### src/rtl/pong_input_conditioner.sv
`default_nettype none
// ============================================================================
// Module : pong_input_conditioner
// Brief  : Sync/debounce of the four Zybo buttons, start/stop press pulses and
//          window-limited paddle swing strobes for the Mono Pong core.
// Rev    : 1.0
// ============================================================================
module pong_input_conditioner #(
  parameter int unsigned DEBOUNCE_CYCLES = 1250000,
  parameter int unsigned SWING_CYCLES    = 25000000
) (
  input  logic clk,
  input  logic rst_n,
  input  logic start,
  input  logic stop,
  input  logic push_1,
  input  logic push_2,
  output logic start_db,
  output logic stop_db,
  output logic start_pulse,
  output logic stop_pulse,
  output logic swing_l,
  output logic swing_r,
  output logic lock_l,
  output logic lock_r
);

  localparam int unsigned c_NBTN     = 4;
  localparam logic [30:0] c_DB_LAST  = 31'(DEBOUNCE_CYCLES - 1);
  localparam logic [30:0] c_SW_LAST  = 31'(SWING_CYCLES - 1);

  typedef enum logic [1:0] {
    S_READY  = 2'd0,
    S_SWING  = 2'd1,
    S_LOCKED = 2'd2
  } swing_state_e;

  logic [c_NBTN-1:0] raw_w;
  logic [c_NBTN-1:0] db_lvl;
  logic [c_NBTN-1:0] db_nxt;
  logic [1:0]        pulse_q;
  logic [1:0]        swing_w;
  logic [1:0]        lock_w;

  assign raw_w = {push_2, push_1, stop, start};

  genvar gi;
  generate
    for (gi = 0; gi < c_NBTN; gi++) begin : g_btn
      logic        sync1_q;
      logic        sync2_q;
      logic        db_q;
      logic        db_d;
      logic [30:0] cnt_q;
      logic [30:0] cnt_d;

      // Counter only advances while the synchronised input disagrees with db.
      always_comb begin
        db_d  = db_q;
        cnt_d = cnt_q + 31'd1;
        if (sync2_q == db_q) begin
          cnt_d = '0;
        end else if (cnt_q == c_DB_LAST) begin
          db_d  = sync2_q;
          cnt_d = '0;
        end
      end

      always_ff @(posedge clk or negedge rst_n) begin
        if (!rst_n) begin
          sync1_q <= 1'b0;
          sync2_q <= 1'b0;
          db_q    <= 1'b0;
          cnt_q   <= '0;
        end else begin
          sync1_q <= raw_w[gi];
          sync2_q <= sync1_q;
          db_q    <= db_d;
          cnt_q   <= cnt_d;
        end
      end

      assign db_lvl[gi] = db_q;
      assign db_nxt[gi] = db_d;
    end
  endgenerate

  // Pulse registers on the same edge db rises, so it coincides with db's first high cycle.
  always_ff @(posedge clk or negedge rst_n) begin
    if (!rst_n) begin
      pulse_q <= 2'b00;
    end else begin
      pulse_q <= db_nxt[1:0] & ~db_lvl[1:0];
    end
  end

  genvar gp;
  generate
    for (gp = 0; gp < 2; gp++) begin : g_paddle
      swing_state_e state_q;
      swing_state_e state_d;
      logic [30:0]  scnt_q;
      logic [30:0]  scnt_d;
      logic         swing_q;
      logic         swing_d;
      logic         lock_q;
      logic         lock_d;
      logic         pdb;

      assign pdb = db_lvl[2+gp];

      always_comb begin
        state_d = state_q;
        scnt_d  = scnt_q;
        swing_d = swing_q;
        lock_d  = lock_q;
        case (state_q)
          S_READY: begin
            if (pdb) begin
              state_d = S_SWING;
              swing_d = 1'b1;
              scnt_d  = '0;
            end
          end
          S_SWING: begin
            // A release on the timeout edge returns to READY without locking.
            if (!pdb) begin
              state_d = S_READY;
              swing_d = 1'b0;
            end else if (scnt_q == c_SW_LAST) begin
              state_d = S_LOCKED;
              swing_d = 1'b0;
              lock_d  = 1'b1;
            end else begin
              scnt_d = scnt_q + 31'd1;
            end
          end
          S_LOCKED: begin
            if (!pdb) begin
              state_d = S_READY;
              lock_d  = 1'b0;
            end
          end
          default: begin
            state_d = S_READY;
            swing_d = 1'b0;
            lock_d  = 1'b0;
          end
        endcase
      end

      always_ff @(posedge clk or negedge rst_n) begin
        if (!rst_n) begin
          state_q <= S_READY;
          scnt_q  <= '0;
          swing_q <= 1'b0;
          lock_q  <= 1'b0;
        end else begin
          state_q <= state_d;
          scnt_q  <= scnt_d;
          swing_q <= swing_d;
          lock_q  <= lock_d;
        end
      end

      assign swing_w[gp] = swing_q;
      assign lock_w[gp]  = lock_q;
    end
  endgenerate

  assign start_db    = db_lvl[0];
  assign stop_db     = db_lvl[1];
  assign start_pulse = pulse_q[0];
  assign stop_pulse  = pulse_q[1];
  assign swing_l     = swing_w[0];
  assign swing_r     = swing_w[1];
  assign lock_l      = lock_w[0];
  assign lock_r      = lock_w[1];

endmodule
`default_nettype wire

### config.mk
export PLATFORM = sky130hd
export DESIGN_NAME = pong_input_conditioner
export DESIGN_NICKNAME = d
export VERILOG_FILES = /design/src/rtl/pong_input_conditioner.sv
export SDC_FILE = /design/constraint.sdc
export NUM_CORES = 1
export LEC_CHECK = 0
export BUFFER_PORTS_ARGS = -buffer_cell sky130_fd_sc_hd__buf_2
export CORE_MARGIN = 2
export CORE_UTILIZATION = 50
export DETAILED_ROUTE_END_ITERATION = 6
export HOLD_SLACK_MARGIN = 0.12
export PLACE_DENSITY = 0.72
export SLEW_MARGIN = 20
export SYNTH_ARGS = -nofsm -noshare
export SYNTH_HDL_FRONTEND = slang
export SYNTH_SLANG_ARGS = --single-unit
export TNS_END_PERCENT = 10
### constraint.sdc
create_clock -name clk -period 4.02 [get_ports clk]
set_input_delay 1.206 -clock clk [delete_from_list [all_inputs] [get_ports clk]]
set_output_delay 1.206 -clock clk [all_outputs]
set_load 0.05 [all_outputs]
==> reports/results.txt, run 1 <==
kind of critical path: reg2reg
CP top delay family: simple AND/OR/NAND/NOR gates
Synth Register Bits: 208
Period minus WS final: 2.719 ns
max incr delay on CP: 0.77 ns
Tcrit/Tclk final: 67.64%
Initial Util: 50.93%
RSZ-0062 raised after global routing: false
# rows: 53
All-Layer GR Usage: 20.07%
Post-Route WL: 22.10 mm
Clock Sinks: 208
syn avg cell area: 9.353 sq um
largest net degree at the start of global routing: 96
Startpoint Class: flop
Sw Ratio: 21.06%
vias in the first global route: 8065
TritonCTS Buffers: 24
CP bufs+invs: 0
Fillers: 1881
Die X: 150.1 microns
maxcap violations: 0
Final setup viols: 0
n_diodes: 0
Crit-path slowest cell: nand2_1
area of the mapped netlist: 10670 sq um
fin. max-slew vios: 0
most used cell, CP: nand2_1
syn nets: 1153
Layout area overhead: 10.28%
clk buf depth: 3
sequential power share: 48.7%
P_leak: 0.004761 uW
ys flop type: dfrtp_1
cells along the critical path: ha_1 > and4_1 > nand2_1 > or4_1 > nand2_1 > nor2_1
Post-synth EDFFs: 0
DRC viols: 0
cells after synthesis: 1141
layout cell share with drive strength beyond 1: 6.592%
relative slew slack: 33.31%
internal power: 3437 uW
die area: 22530 sq um
crit path max fanout: 30
Congestion Overflow GR: 0
DRT iter0 DRCs: 504
WP data required: 4.37 ns
Hold Slack: 0.3472 ns
post-DP HPWL: 14.35 mm
Slew @ Worst Pin: 0.9912 ns
warnings from Yosys: 0
core area: 20960 sq um
outcome: finished clean
root buffer cell: clkbuf_16
Clk network pwr share: 49.3%
CTS tree: done
Final TNS setup: 0 ns
Worst Hold Class: reg2reg
GP Congestion: 0.8444
critical path data arrival time: 3.07 ns
Max Clk Rate: 0.3677 GHz
pwr dens: 370.0 nW/um^2
Combinational Power Share: 2.0%
Synth async-reset ratio: 100.0%
Final Hold Viols: 0
Post-CTS Hold Fix Bufs: 0
die height: 150.1 microns
P_sw: 917.0 uW
per-cell routed wire length: 15.48 microns
port bufs: 13
Final #Nets: 1148
average vias per placed instance: 5.917
clk_skew: 0.01555 ns
Gates resized, CTS repair: 0
initial antenna violation count: 0
CP endpoint kind: flop
first-pass GRT wire length: 38.21 mm
insertion delay of the later-clocked pin in the worst-skew pair: 0.52 ns
Post-DRT Antenna Nets: 0
post-CTS setup buffers: 0
1st-pass router iterations: 4
post-synth cell types: 53
Boundary Pins: 14
Max VDD drop: 0.2105 mV
Reg clk slew, reported paths: 0.06 ns
post-synthesis sequential area ratio: 48.77%
vias: 8449
CTS H-tree depth: 1
[cell families after synthesis]
group                      share of synthesized area (%)
AOI/OAI and AO/OA                                  8.407
xor gates and xnor gates                           9.685
adders and majority gates                         0.7035
buffers and inverters                              2.931
DFF                                                48.77
muxes                                             0.7152
and+or+nand+nor                                    28.78
[sequential cells by signal, indices dropped and copies added, names as in the netlist]
name	cells
lock_r	1
g_btn.sync2_q	4
start_db	1
swing_l	1
pulse_q	2
g_btn.db_q	2
stop_db	1
g_paddle.state_q	4
g_btn.cnt_q	124
lock_l	1
g_btn.sync1_q	4
g_paddle.scnt_q	62
swing_r	1
[per-stage QoR]
stage	total power, uW	worst slack, ns	std cells	util, %	instance area (sq um)
2_1_floorplan	2189	1.822	1141	-	10670
3_3_place_gp	2249	1.422	1385	52.37	10970
3_5_place_dp	2250	1.290	1385	52.37	10970
4_1_cts	4407	1.315	1428	56.16	11770
5_1_grt	4524	1.033	1428	56.16	11770
6_report	4354	1.301	1428	56.16	11770
[Yosys cell counts (all sizes together), types with 2 or more instances]
| cell | number | area [sq um] |
|---|---|---|
| a41oi | 3 | 26.28 |
| mux2 | 5 | 56.30 |
| nor2 | 155 | 581.8 |
| nor3b | 3 | 22.52 |
| nor4b | 7 | 61.31 |
| a21oi | 36 | 180.2 |
| dfrtp | 208 | 5205 |
| nor2b | 5 | 31.28 |
| mux2i | 2 | 20.02 |
| or3 | 14 | 87.58 |
| nand4 | 67 | 419.2 |
| xnor2 | 61 | 534.3 |
| a31oi | 17 | 106.4 |
| and2 | 9 | 56.30 |
| and4 | 25 | 219.0 |
| or4 | 19 | 146.4 |
| clkbuf | 43 | 162.7 |
| xor2 | 57 | 499.2 |
| o22ai | 2 | 12.51 |
| buf | 10 | 52.55 |
| inv | 26 | 97.59 |
| nor4bb | 2 | 20.02 |
| nor4 | 46 | 321.6 |
| nor3 | 32 | 165.2 |
| o21ai | 45 | 225.2 |
| and3 | 28 | 175.2 |
| o31ai | 26 | 195.2 |
| o211ai | 3 | 22.52 |
| o311ai | 3 | 33.79 |
| o41ai | 4 | 35.03 |
| nand3 | 71 | 367.9 |
| nand3b | 3 | 22.52 |
| a22o | 3 | 26.28 |
| ha | 6 | 75.07 |
| or2 | 3 | 18.77 |
| nand2 | 80 | 300.3 |
| nand2b | 6 | 37.54 |
[area by class of cell]
class | count | area, sq um | share of cell area, %
clock buffers | 38 | 733.2 | 6.230
clock inverters | 5 | 61.31 | 0.5209
inverters | 26 | 97.59 | 0.8293
multi-input cells | 854 | 5160 | 43.84
flip-flops and latches | 208 | 5205 | 44.23
well taps | 275 | 344.1 | 2.924
repair buffers | 22 | 167.7 | 1.425
[final timing paths]
check | from | end | slack [ns] | depth (start not counted)
hold reg to reg | g_btn[3].sync1_q | g_btn[3].sync2_q | 0.35 | 0
hold / removal | g_btn[3].sync1_q | g_btn[3].sync2_q | 0.35 | 0
setup reg to reg | g_btn[1].cnt_q[0] | g_btn[1].cnt_q[21] | 1.30 | 6
setup / recovery | g_btn[1].cnt_q[0] | g_btn[1].cnt_q[21] | 1.30 | 6
min in group asynchronous | rst_n | pulse_q[1] | 0.73 | 1
max in group asynchronous | rst_n | g_btn[2].cnt_q[16] | 2.49 | 2
[placed cells by master, fill, tap and decap left out, types with 8 or more instances in the layout]
cell type / count
dfrtp_1: 208
nor2_1: 155
nand2_1: 80
nand3_1: 70
nand4_1: 67
xnor2_1: 61
xor2_1: 57
o21ai_0: 45
nor4_1: 41
a21oi_1: 36
nor3_1: 31
and3_1: 28
inv_1: 26
o31ai_1: 26
and4_1: 25
clkbuf_16: 24
or4_1: 18
a31oi_1: 17
or3_1: 14
buf_2: 12
and2_1: 9
clkbuf_8: 8
[metal layers]
| layer | wire, microns | share of wire, % | GRT usage, % | vias up |
|---|---|---|---|---|
| li1 | - | - | - | 4135 |
| met1 | 10680 | 48 | 28.85 | 4156 |
| met2 | 10280 | 46 | 32.35 | 129 |
| met3 | 784 | 3.5 | 2.303 | 29 |
| met4 | 356 | 1.6 | 5.613 | 0 |
| met5 | 0 | 0 | 0 | - |
[power groups by stage]
stage          logic (uW)  registers (uW)  clock network, uW
3_3_place_gp         90.7            2160                  0
4_1_cts              91.2            2120               2190
6_report             86.9            2120               2150
2_1_floorplan        32.9            2160                  0
3_5_place_dp         91.5            2160                  0
5_1_grt               104            2120               2300
No activity file was read; power rests on OpenSTA's default activity.
==> inputs of run 2 (changes only) <==
PLACE_DENSITY = 0.74   (was 0.72)
clock period = 2.3 ns   (was 4.02 ns; I/O delays follow)
==> reports/results.txt, run 2 (same netlist as run 1, synthesis figures left out) <==
Reg with most FFs: g_btn.cnt_q
Tot Pwr: 7650 uW
internal power: 6087 uW
Final Hold Viols: 0
insertion delay of the later-clocked pin in the worst-skew pair: 0.50 ns
average vias per placed instance: 5.938
n_diodes: 0
most common cell after layout, fill and taps aside: dfrtp_1
P_sw: 1563 uW
clk buf depth: 3
initial antenna violation count: 0
sequential power share: 48.5%
die height: 150.1 microns
vias: 8657
pre-CTS WS: 0.02366 ns
Final TNS setup: 0 ns
DRT iter0 DRCs: 613
Fillers: 1815
die area: 22530 sq um
Sw Ratio: 20.44%
port bufs: 13
TritonCTS Buffers: 23
Final #Nets: 1182
Die X: 150.1 microns
pwr dens: 632.7 nW/um^2
relative slew slack: 61.62%
critical path data arrival time: 2.58 ns
1st-pass router iterations: 7
Congestion Overflow GR: 0
All-Layer GR Usage: 20.51%
Post-DRT Antenna Nets: 0
biggest regs: g_btn.cnt_q (124), g_paddle.scnt_q (62)
core area: 20960 sq um
most frequent cells in the layout: 208 x dfrtp_1, 154 x nor2_1, 80 x nand2_1, 70 x nand3_1, 67 x nand4_1
largest net degree at the start of global routing: 51
layout cell share with drive strength beyond 1: 9.214%
WP data required: 2.67 ns
Tcrit/Tclk final: 96.11%
maxcap violations: 0
post-CTS setup buffers: 0
clk_skew: 0.01067 ns
Hold Slack: 0.2909 ns
post-DP HPWL: 14.74 mm
Worst Hold Class: in2reg
Clk network pwr share: 49.3%
Boundary Pins: 14
CTS tree: done
dpl cells: 1419
P_leak: 0.004957 uW
R2R Path Start: g_paddle[1].scnt_q[10]
Slew @ Worst Pin: 0.5745 ns
fin. max-slew vios: 0
Startpoint Class: flop
setup ws final: 0.08948 ns
vias in the first global route: 8311
Post-Route WL: 22.45 mm
Worst R2R Setup Slack: 0.09 ns
post-route non-filler standard cell count: 1458
Period minus WS final: 2.211 ns
CTS H-tree depth: 1
Reg clk slew, reported paths: 0.06 ns
GP Congestion: 0.8864
root buffer cell: clkbuf_16
per-cell routed wire length: 15.40 microns
Combinational Power Share: 2.3%
DRC viols: 0
Max Clk Rate: 0.4524 GHz
kind of critical path: reg2reg
Final setup viols: 0
hold_sp: stop
first-pass GRT wire length: 38.94 mm
max reg flops: 124
# rows: 53
crit path from: g_paddle[1].scnt_q[10]
Max VDD drop: 0.4581 mV
CP endpoint kind: flop
Clock Sinks: 208
crit path max fanout: 22
RSZ-0062 raised after global routing: true
outcome: finished clean
Layout area overhead: 13.30%
Initial Util: 50.93%
[run 2: changes by cell type in the layout (fill, tap and decap cells not counted), sizes merged]
| cell | delta |
|---|---|
| bufinv | +2 |
| clkinv | -3 |
| dlygate4sd3 | +1 |
| clkbuf | -4 |
| buf | +34 |
[run 2: final timing paths]
check | cells past startpoint | to
worst max-delay path | 6 | g_paddle[1].scnt_q[26]
worst min-delay path | 1 | g_btn[1].sync1_q
worst max register to register | 6 | g_paddle[1].scnt_q[26]
worst min register to register | 0 | g_btn[2].sync2_q
max in group asynchronous | 3 | g_btn[2].cnt_q[2]
min in group asynchronous | 2 | pulse_q[1]
[run 2: what timing repair did]
item,CTS,global route
endpoints found under the hold margin,41,0
endpoints found under the setup margin,0,11
gates resized for setup,0,4
hold buffers,1,0
[run 2: worst max-delay path: stages (launching register included)]
cell      delay, ns
dfrtp_1        0.44
nor4b_1        0.42
nand4b_1       0.29
nor4_2         0.40
buf_4          0.30
nor4bb_1       0.10
mux2i_1        0.12
[run 2: per-stage QoR]
stage	area, sq um	utilization (%)
global route	12090	57.70
detailed placement	11290	53.89
floorplan	10670	-
CTS	12070	57.62
finish	12090	57.70
global placement	11290	53.89
[run 2: area by class of cell]
class / instances / area [sq um] / share of cell area (%)
Sequential cell: 208 / 5205 / 43.05
Multi-Input combinational cell: 854 / 5176 / 42.81
Clock buffer: 34 / 676.9 / 5.599
Timing Repair Buffer: 57 / 495.5 / 4.098
Tap cell: 275 / 344.1 / 2.846
Inverter: 26 / 97.59 / 0.8072
Clock inverter: 4 / 95.09 / 0.7865
[run 2: power by group through the flow]
stage | Sequential, uW | Combinational (uW) | Clock [uW]
6_report | 3710 | 174 | 3770
5_1_grt | 3710 | 204 | 4020
4_1_cts | 3710 | 182 | 3860
3_5_place_dp | 3770 | 180 | 0
3_3_place_gp | 3770 | 179 | 0
2_1_floorplan | 3770 | 57.5 | 0
[run 2: routing by layer]
layer / track usage (%) / share of wire [%]
met1: 28.65 / 46
met2: 34.18 / 48
met3: 2.758 / 4.6
met4: 4.811 / 1.8
met5: 0 / 0
==> inputs of run 3 (changes only) <==
CTS_CLUSTER_DIAMETER = 30   (was unset)
RECOVER_POWER = 50   (was unset)
==> reports/results.txt, run 3 (same netlist as run 1, synthesis figures left out) <==
Post-Route WL: 23.99 mm
Fillers: 1702
Reg clk slew, reported paths: 0.05 ns
max reg flops: 124
TritonCTS Buffers: 49
average vias per placed instance: 5.906
per-cell routed wire length: 15.84 microns
Clock Sinks: 208
RSZ-0062 raised after global routing: false
outcome: finished clean
layout cell share with drive strength beyond 1: 13.88%
setup ws final: 0.1071 ns
Tcrit/Tclk final: 95.34%
n_diodes: 0
Initial Util: 50.93%
Max VDD drop: 0.8503 mV
cell area after layout: 13180 sq um
Final setup viols: 0
Startpoint Class: flop
root buffer cell: clkbuf_16
Slew @ Worst Pin: 1.317 ns
fin. max-slew vios: 0
die height: 150.1 microns
clk buf depth: 3
Final TNS setup: 0 ns
pwr dens: 871.5 nW/um^2
P_leak: 0.005468 uW
core area: 20960 sq um
global routing's busiest layer: met2
placed inst area: 11290 sq um
Max Clk Rate: 0.4560 GHz
WP data required: 2.73 ns
Final #Nets: 1211
dpl cells: 1419
Worst Hold Class: in2reg
relative slew slack: 12.23%
Die X: 150.1 microns
DRC viols: 0
biggest regs: g_btn.cnt_q (124), g_paddle.scnt_q (62)
GP Congestion: 0.8864
Reg with most FFs: g_btn.cnt_q
All-Layer GR Usage: 21.83%
insertion delay of the later-clocked pin in the worst-skew pair: 0.53 ns
# rows: 53
vias in the first global route: 8632
clk_skew: 0.01211 ns
CP endpoint kind: flop
post-route non-filler standard cell count: 1514
maxcap violations: 0
1st-pass router iterations: 5
fin util: 62.89%
largest net degree at the start of global routing: 51
crit path max fanout: 5
met3 usage: 4.364%
post-DP HPWL: 14.74 mm
initial antenna violation count: 0
DRT iter0 DRCs: 606
vias: 8941
kind of critical path: reg2reg
Boundary Pins: 14
Layout area overhead: 23.48%
Post-DRT Antenna Nets: 0
Period minus WS final: 2.193 ns
GRT met2 Usage: 36.07%
most common cell after layout, fill and taps aside: dfrtp_1
CTS H-tree depth: 2
Congestion Overflow GR: 0
Final Hold Viols: 0
pre-CTS WS: 0.02366 ns
port bufs: 13
first-pass GRT wire length: 40.86 mm
die area: 22530 sq um
critical path data arrival time: 2.63 ns
GR Util met1: 29.13%
CTS tree: done
most frequent cells in the layout: 207 x dfrtp_1, 154 x nor2_1, 79 x nand2_1, 70 x nand3_1, 67 x nand4_1
run 3: metal layers:
metal	vias to the layer above	wire length (microns)
li1	4279	-
met3	37	1269
met4	0	397
met2	255	11680
met1	4370	10640
met5	-	0
run 3: what timing repair did:
action	in CTS	in global routing
buffers inserted	0	2
gates resized for setup	0	8
hold endpoints to repair	45	0
hold buffers	1	0
setup endpoints to repair	0	30
run 3: cell type report:
cell class | count | area [sq um] | area share, %
flip-flops and latches | 208 | 5206 | 39.51
well taps | 275 | 344.1 | 2.611
clock inverters | 33 | 484.2 | 3.675
clock buffers | 58 | 1353 | 10.26
inverters | 26 | 97.59 | 0.7406
repair buffers | 59 | 493.0 | 3.741
multi-input cells | 855 | 5200 | 39.46
run 3: power breakdown:
group / leakage (uW) / internal (uW) / switching, uW
Sequential: 0.00288 / 3700 / 23.0
Clock: 0.000885 / 5410 / 2180
Combinational: 0.00171 / 49.1 / 123
run 3: final timing paths:
| check | from | endpoint | slack, ns | cells after the start |
|---|---|---|---|---|
| worst max-delay path | g_paddle[0].scnt_q[0] | g_paddle[0].scnt_q[30] | 0.11 | 6 |
| worst min-delay path | stop | g_btn[1].sync1_q | 0.27 | 1 |
| worst max register to register | g_paddle[0].scnt_q[0] | g_paddle[0].scnt_q[30] | 0.11 | 6 |
| worst min register to register | g_btn[2].sync1_q | g_btn[2].sync2_q | 0.34 | 0 |
| max in group asynchronous | rst_n | g_btn[2].cnt_q[17] | 0.32 | 3 |
| min in group asynchronous | rst_n | pulse_q[1] | 1.00 | 2 |
run 3: critical path: stages (launching register included):
cell      delay [ns]
dfrtp_1         0.37
ha_1            0.26
nand4_1         0.27
or4_1           0.59
nor4_1          0.39
nand2_1         0.11
o211ai_1        0.10
run 3: per-stage QoR:
stage | power (uW) | hold WS (ns)
global placement | 3950 | 0.3328
CTS | 11610 | 0.2444
global route | 11870 | 0.2421
floorplan | 3826 | 0.3312
finish | 11480 | 0.2653
detailed placement | 3953 | 0.3347
